File: src/rtl/if_pipe_stage.sv
// Instruction-fetch stage: owns the PC, keeps queued plus outstanding fetches within a credit
// budget, and drives the IF/ID register. Optional macro IF_BYPASS_EN lets a response load IF/ID directly.
module if_pipe_stage #(
  parameter int                  PC_WIDTH = 10,
  parameter logic [PC_WIDTH-1:0] RESET_PC = '0,
  parameter int                  QDEPTH   = 2
) (
  input  logic                clk,
  input  logic                reset,
  input  logic                data_hazard,
  input  logic                branch_taken,
  input  logic [PC_WIDTH-1:0] branch_address,
  input  logic                jump,
  input  logic [PC_WIDTH-1:0] jump_address,
  output logic                imem_req,
  output logic [PC_WIDTH-1:0] imem_addr,
  input  logic                imem_gnt,
  input  logic                imem_rvalid,
  input  logic [31:0]         imem_rdata,
  output logic [31:0]         instr,
  output logic [PC_WIDTH-1:0] pc_plus4,
  output logic                instr_valid
);

  localparam int PW = (QDEPTH > 1) ? $clog2(QDEPTH) : 1;
  localparam int CW = PW + 1;
  localparam logic [CW:0]   LP_QD   = (CW+1)'(QDEPTH);
  localparam logic [CW-1:0] LP_FULL = CW'(QDEPTH);

  logic [PC_WIDTH-1:0] r_fetch_pc;
  logic [CW-1:0]       r_q_count, r_outstanding, r_drop_cnt;
  logic [PW-1:0]       r_q_wptr, r_q_rptr, r_t_wptr, r_t_rptr;
  logic [31:0]         r_q_instr [QDEPTH];
  logic [PC_WIDTH-1:0] r_q_pcp4  [QDEPTH];
  logic [PC_WIDTH-1:0] r_tag_pc  [QDEPTH];
  logic [31:0]         r_instr;
  logic [PC_WIDTH-1:0] r_pc_plus4;
  logic                r_valid;

  logic                w_redirect, w_fire, w_drop, w_accept, w_bypass;
  logic                w_push, w_pop, w_q_empty;
  logic [CW:0]         w_used;
  logic [PC_WIDTH-1:0] w_target, w_resp_pcp4;

  assign w_redirect  = r_valid && (jump || branch_taken);
  assign w_target    = jump ? jump_address : branch_address;
  // Responses still owed for squashed fetches occupy credit until they drain.
  assign w_used      = {1'b0, r_q_count} + {1'b0, r_outstanding} + {1'b0, r_drop_cnt};
  assign imem_req    = reset && (w_used < LP_QD) && !w_redirect;
  assign imem_addr   = r_fetch_pc;
  assign w_fire      = imem_req && imem_gnt;
  assign w_drop      = imem_rvalid && (r_drop_cnt != '0);
  assign w_accept    = imem_rvalid && (r_drop_cnt == '0);
  assign w_q_empty   = (r_q_count == '0);
  assign w_resp_pcp4 = r_tag_pc[r_t_rptr] + PC_WIDTH'(4);

`ifdef IF_BYPASS_EN
  assign w_bypass = w_accept && w_q_empty && !data_hazard && !w_redirect;
`else
  assign w_bypass = 1'b0;
`endif

  assign w_push = w_accept && !w_redirect && !w_bypass;
  assign w_pop  = !w_redirect && !data_hazard && !w_q_empty;

  assign instr       = r_instr;
  assign pc_plus4    = r_pc_plus4;
  assign instr_valid = r_valid;

  always_ff @(posedge clk or negedge reset) begin
    if (!reset) begin
      r_fetch_pc    <= RESET_PC;
      r_q_count     <= '0;
      r_outstanding <= '0;
      r_drop_cnt    <= '0;
      r_q_wptr      <= '0;
      r_q_rptr      <= '0;
      r_t_wptr      <= '0;
      r_t_rptr      <= '0;
    end else if (w_redirect) begin
      r_fetch_pc    <= w_target;
      r_q_count     <= '0;
      r_outstanding <= '0;
      r_drop_cnt    <= r_drop_cnt + r_outstanding - CW'(imem_rvalid);
      r_q_wptr      <= '0;
      r_q_rptr      <= '0;
      r_t_wptr      <= '0;
      r_t_rptr      <= '0;
    end else begin
      if (w_fire) r_fetch_pc <= r_fetch_pc + PC_WIDTH'(4);
      r_q_count     <= r_q_count + CW'(w_push) - CW'(w_pop);
      r_outstanding <= r_outstanding + CW'(w_fire) - CW'(w_accept);
      r_drop_cnt    <= r_drop_cnt - CW'(w_drop);
      r_q_wptr      <= r_q_wptr + PW'(w_push);
      r_q_rptr      <= r_q_rptr + PW'(w_pop);
      r_t_wptr      <= r_t_wptr + PW'(w_fire);
      r_t_rptr      <= r_t_rptr + PW'(w_accept);
    end
  end

  always_ff @(posedge clk) begin
    if (w_push) begin
      r_q_instr[r_q_wptr] <= imem_rdata;
      r_q_pcp4[r_q_wptr]  <= w_resp_pcp4;
    end
    if (w_fire) r_tag_pc[r_t_wptr] <= r_fetch_pc;
  end

  always_ff @(posedge clk or negedge reset) begin
    if (!reset) begin
      r_instr    <= '0;
      r_pc_plus4 <= '0;
      r_valid    <= 1'b0;
    end else if (w_redirect) begin
      r_instr <= '0;
      r_valid <= 1'b0;
    end else if (!data_hazard) begin
      if (!w_q_empty) begin
        r_instr    <= r_q_instr[r_q_rptr];
        r_pc_plus4 <= r_q_pcp4[r_q_rptr];
        r_valid    <= 1'b1;
      end else if (w_bypass) begin
        r_instr    <= imem_rdata;
        r_pc_plus4 <= w_resp_pcp4;
        r_valid    <= 1'b1;
      end else begin
        r_instr <= '0;
        r_valid <= 1'b0;
      end
    end
  end

  a_no_overflow: assert property (@(posedge clk) disable iff (!reset)
    !(w_push && !w_pop && (r_q_count == LP_FULL)));

endmodule

File: config.mk
export PLATFORM = sky130hd
export DESIGN_NAME = if_pipe_stage
export DESIGN_NICKNAME = d
export VERILOG_FILES = /design/src/rtl/if_pipe_stage.sv
export SDC_FILE = /design/constraint.sdc
export NUM_CORES = 1
export LEC_CHECK = 0
export ABC_AREA = 1
export CORE_MARGIN = 1.5
export CORE_UTILIZATION = 53
export CTS_CLUSTER_DIAMETER = 30
export DETAILED_ROUTE_END_ITERATION = 8
export GPL_ROUTABILITY_DRIVEN = 0
export GPL_TIMING_DRIVEN = 0
export PLACE_DENSITY = 0.78
export RECOVER_POWER = 25
export SYNTH_ARGS = -nofsm -noshare
export SYNTH_HDL_FRONTEND = slang
export SYNTH_SLANG_ARGS = --single-unit
File: constraint.sdc
create_clock -name clk -period 3.1 [get_ports clk]
set_input_delay 0.62 -clock clk [delete_from_list [all_inputs] [get_ports clk]]
set_output_delay 0.62 -clock clk [all_outputs]
set_load 0.05 [all_outputs]
==> flow_summary.toml <==
[grt]
number_of_global_route_vias_before_repair = 4656
global_route.usage.total_pct = 22.3
largest_net_degree_at_the_start_of_global_routing = 65
grt_pass1_wl_mm = 22.5
grt_antenna_before_repair = 0
grt_overflow_total = 0

[synthesis]
netlist_area_um2 = 6820
synthesis.nets = 630
syn_inst = 555
synth.avg_cell_area_um2 = 12.3
ys_ff_latch = 167
synth_top_cell_by_area = "edfxtp_1"
synth_top_area_share_pct = 45.8
synthTopCellsByArea = "edfxtp_1 46%, dfrtp_1 23%, nand2_1 5.9%"
synth_seq_area_share_pct = 69.0
count_of_synthesis_stage_warnings_from_yosys = 0
synth.lib_cells_used.distinct = 31

[power_and_ir_drop]
total_leakage_power_nw = 3.58
fin_total_pwr_mw = 9.35
power_density_relative_to_cell_area_nw_per_um2 = 1060
ir_drop_worst_case_vdd_mv = 0.503

[cts]
clock-sinks = 167
numCtsBuffers = 17
cts.htree.levels = 4
worstSkewPairLatency_ns = 0.43
cts_tree = "yes"
clk_path_buf_depth = 2
cts_root_buf = "clkbuf_16"
cts-hold-fix-buffers = 0
cts.reportedPaths.clkPinSlew_ns = 0.06
post_cts_buffers = 0

[placement]
post-place-cells = 840
dp.final_hpwl_mm = 9.46
post_dp_cell_area_um2 = 8190
place.port_buffers = 111

[run]
drv.max_cap_violation_count = 0

[sta]
timing.final.crit_period_ns = 2.96
report.final.setup_viol = 0
max_freq_mhz = 338
post-route-period-util_pct = 95.5
slew_violations = 0
slew-limit-headroom_pct = 44.0
unrepaired_setup_endpoints_after_global_routing = "false"
finalHoldViolations = 0
setup-tns-final_ns = 0
tightestPinTransition_ns = 0.841
fin_worst_skew_ns = 0.00795

[detailed_routing]
routed_wire_length_per_instance_um = 16.2
violation_count_after_the_first_detailed_route_iteration = 337
dr.pass1.iters = 5
vias = 4648
drtAntennaViolNets = 0
vias_per_cell = 5.33
remaining_drc_errors = 0
wirelength_mm = 14.1

[cells_and_area]
antenna_cells = 0
final_cells = 872
syn_to_final_growth_pct = 29.1
most-common-layout-cells = "108 x nand2_1, 104 x edfxtp_1, 77 x clkdlybuf4s50_1"
fin_nets = 762
finalInstanceArea_um2 = 8800
final_common_cell = "nand2_1"
post_route_cells_drive_above_1_share_pct = 8.86

[critical_path]
cp_data_required_time_ns = 2.48
critical_path_cell_by_cell = "inv_1, fa_1, inv_1, ha_1, inv_1, nand4_1, nor2_2, clkbuf_4"
cp_max_fo = 3
crit_path_class = "reg -> out"
start_kind = "flip-flop"
critical_path.max_stage_delay_ns = 0.51
worst_path_most_repeated_cell = "inv_1"
critPathSlowestCell = "fa_1"
worst_ep_arrival_time_ns = 2.34
critical_path.endpoint_type = "primary output"
worst_r2r_startpoint = "r_outstanding[1]"
crit_path_start = "r_outstanding[1]"

[floorplan]
die_x_um = 116
fp.dieH_um = 116
initial_core_util_pct = 54.2
die_area_um2 = 13500
top_level_ports = 113
core_um2 = 12600
floorplan.rows = 41

[status]
status = "finished, final reports clean"

[worst_hold_path]
hold_class = "in -> async"
==> flip-flops by register name, indices dropped and copies added, names as in the netlist <==
name and flops:
imem_addr 10, instr 32, instr_valid 1, pc_plus4 10, r_drop_cnt 2, r_outstanding 2
r_q_count 2, r_q_instr 64, r_q_pcp4 20, r_q_rptr 1, r_q_wptr 1, r_t_rptr 1
r_t_wptr 1, r_tag_pc 20
==> repair_timing <==
item	in CTS	in global routing
pin swaps	0	0
endpoints found under the hold margin	0	0
gates resized for setup	5	1
endpoints found under the setup margin	1	1
==> per-layer routing <==
metal	GRT usage (%)	wire length [µm]
met3	5.35	798
met4	11.2	350
met2	36.7	7200
met1	28.0	5760
met5	0	0
==> kinds of logic after synthesis <==
kind of cell / Yosys count / share of synthesized area [%]
and+or+nand+nor: 190 / 11.7
xor gates and xnor gates: 13 / 1.67
buffers and inverters: 64 / 3.84
adders and majority gates: 16 / 3.05
DFF: 167 / 69.0
AOI/OAI and AO/OA: 72 / 5.89
muxes: 33 / 4.87
==> synth_stat cells (all sizes together) <==
cell / number
a21oi: 2
fa: 1
dfrtp: 63
xnor2: 8
a21o: 1
mux2i: 32
nand3: 50
o211ai: 2
nor3: 1
o21ai: 53
o21a: 1
edfxtp: 104
nand2: 108
o21bai: 3
and3: 1
mux2: 1
xor2: 5
inv: 38
nand4: 3
nor2: 24
or2: 3
clkbuf: 10
ha: 15
a31oi: 10
buf: 16
==> critical path: cells and delay by family, from the launching register on <==
family                     cells  cell delay (ns)
adders and majority gates      2             0.78
DFF                            1             0.43
buffers and inverters          4             0.42
and+or+nand+nor                2             0.28
==> stage by stage <==
step | setup WS [ns] | hold WS, ns | utilization (%)
after floorplan | 0.0805 | 0.324 | -
after global placement | -2.24 | 0.485 | 64.8
after detailed placement | -0.0823 | 0.501 | 65.1
after CTS | 0.0926 | 0.321 | 70.0
after global routing | 0.0151 | 0.368 | 70.0
final | 0.141 | 0.291 | 70.0
==> power breakdown <==
part | switching [mW] | internal [mW] | total, mW
registers | 0.367 | 3.05 | 3.42
logic | 2.49 | 1.27 | 3.77
clock network | 0.868 | 1.30 | 2.17
total | 3.73 | 5.62 | 9.35
==> final cells by class <==
| class | instances | area, µm² |
|---|---|---|
| buffer | 26 | 119 |
| sequential | 167 | 4700 |
| clock inverter | 13 | 170 |
| tap | 172 | 215 |
| clock buffer | 19 | 443 |
| inverter | 38 | 143 |
| fill | 852 | 3770 |
| timing repair buffer | 113 | 1150 |
| multi-input combinational | 324 | 1860 |
==> worst paths after layout <==
kind | endpoint | slack (ns) | cells past startpoint
setup / recovery | imem_req | 0.14 | 8
max in group asynchronous | pc_plus4[3] | 2.25 | 1
min in group clk | r_tag_pc[1][1] | 0.52 | 0
hold reg to reg | r_tag_pc[1][1] | 0.52 | 0
setup reg to reg | r_tag_pc[1][4] | 0.19 | 10
hold / removal | r_outstanding[1] | 0.29 | 1
(Power assumes the default switching activity.)
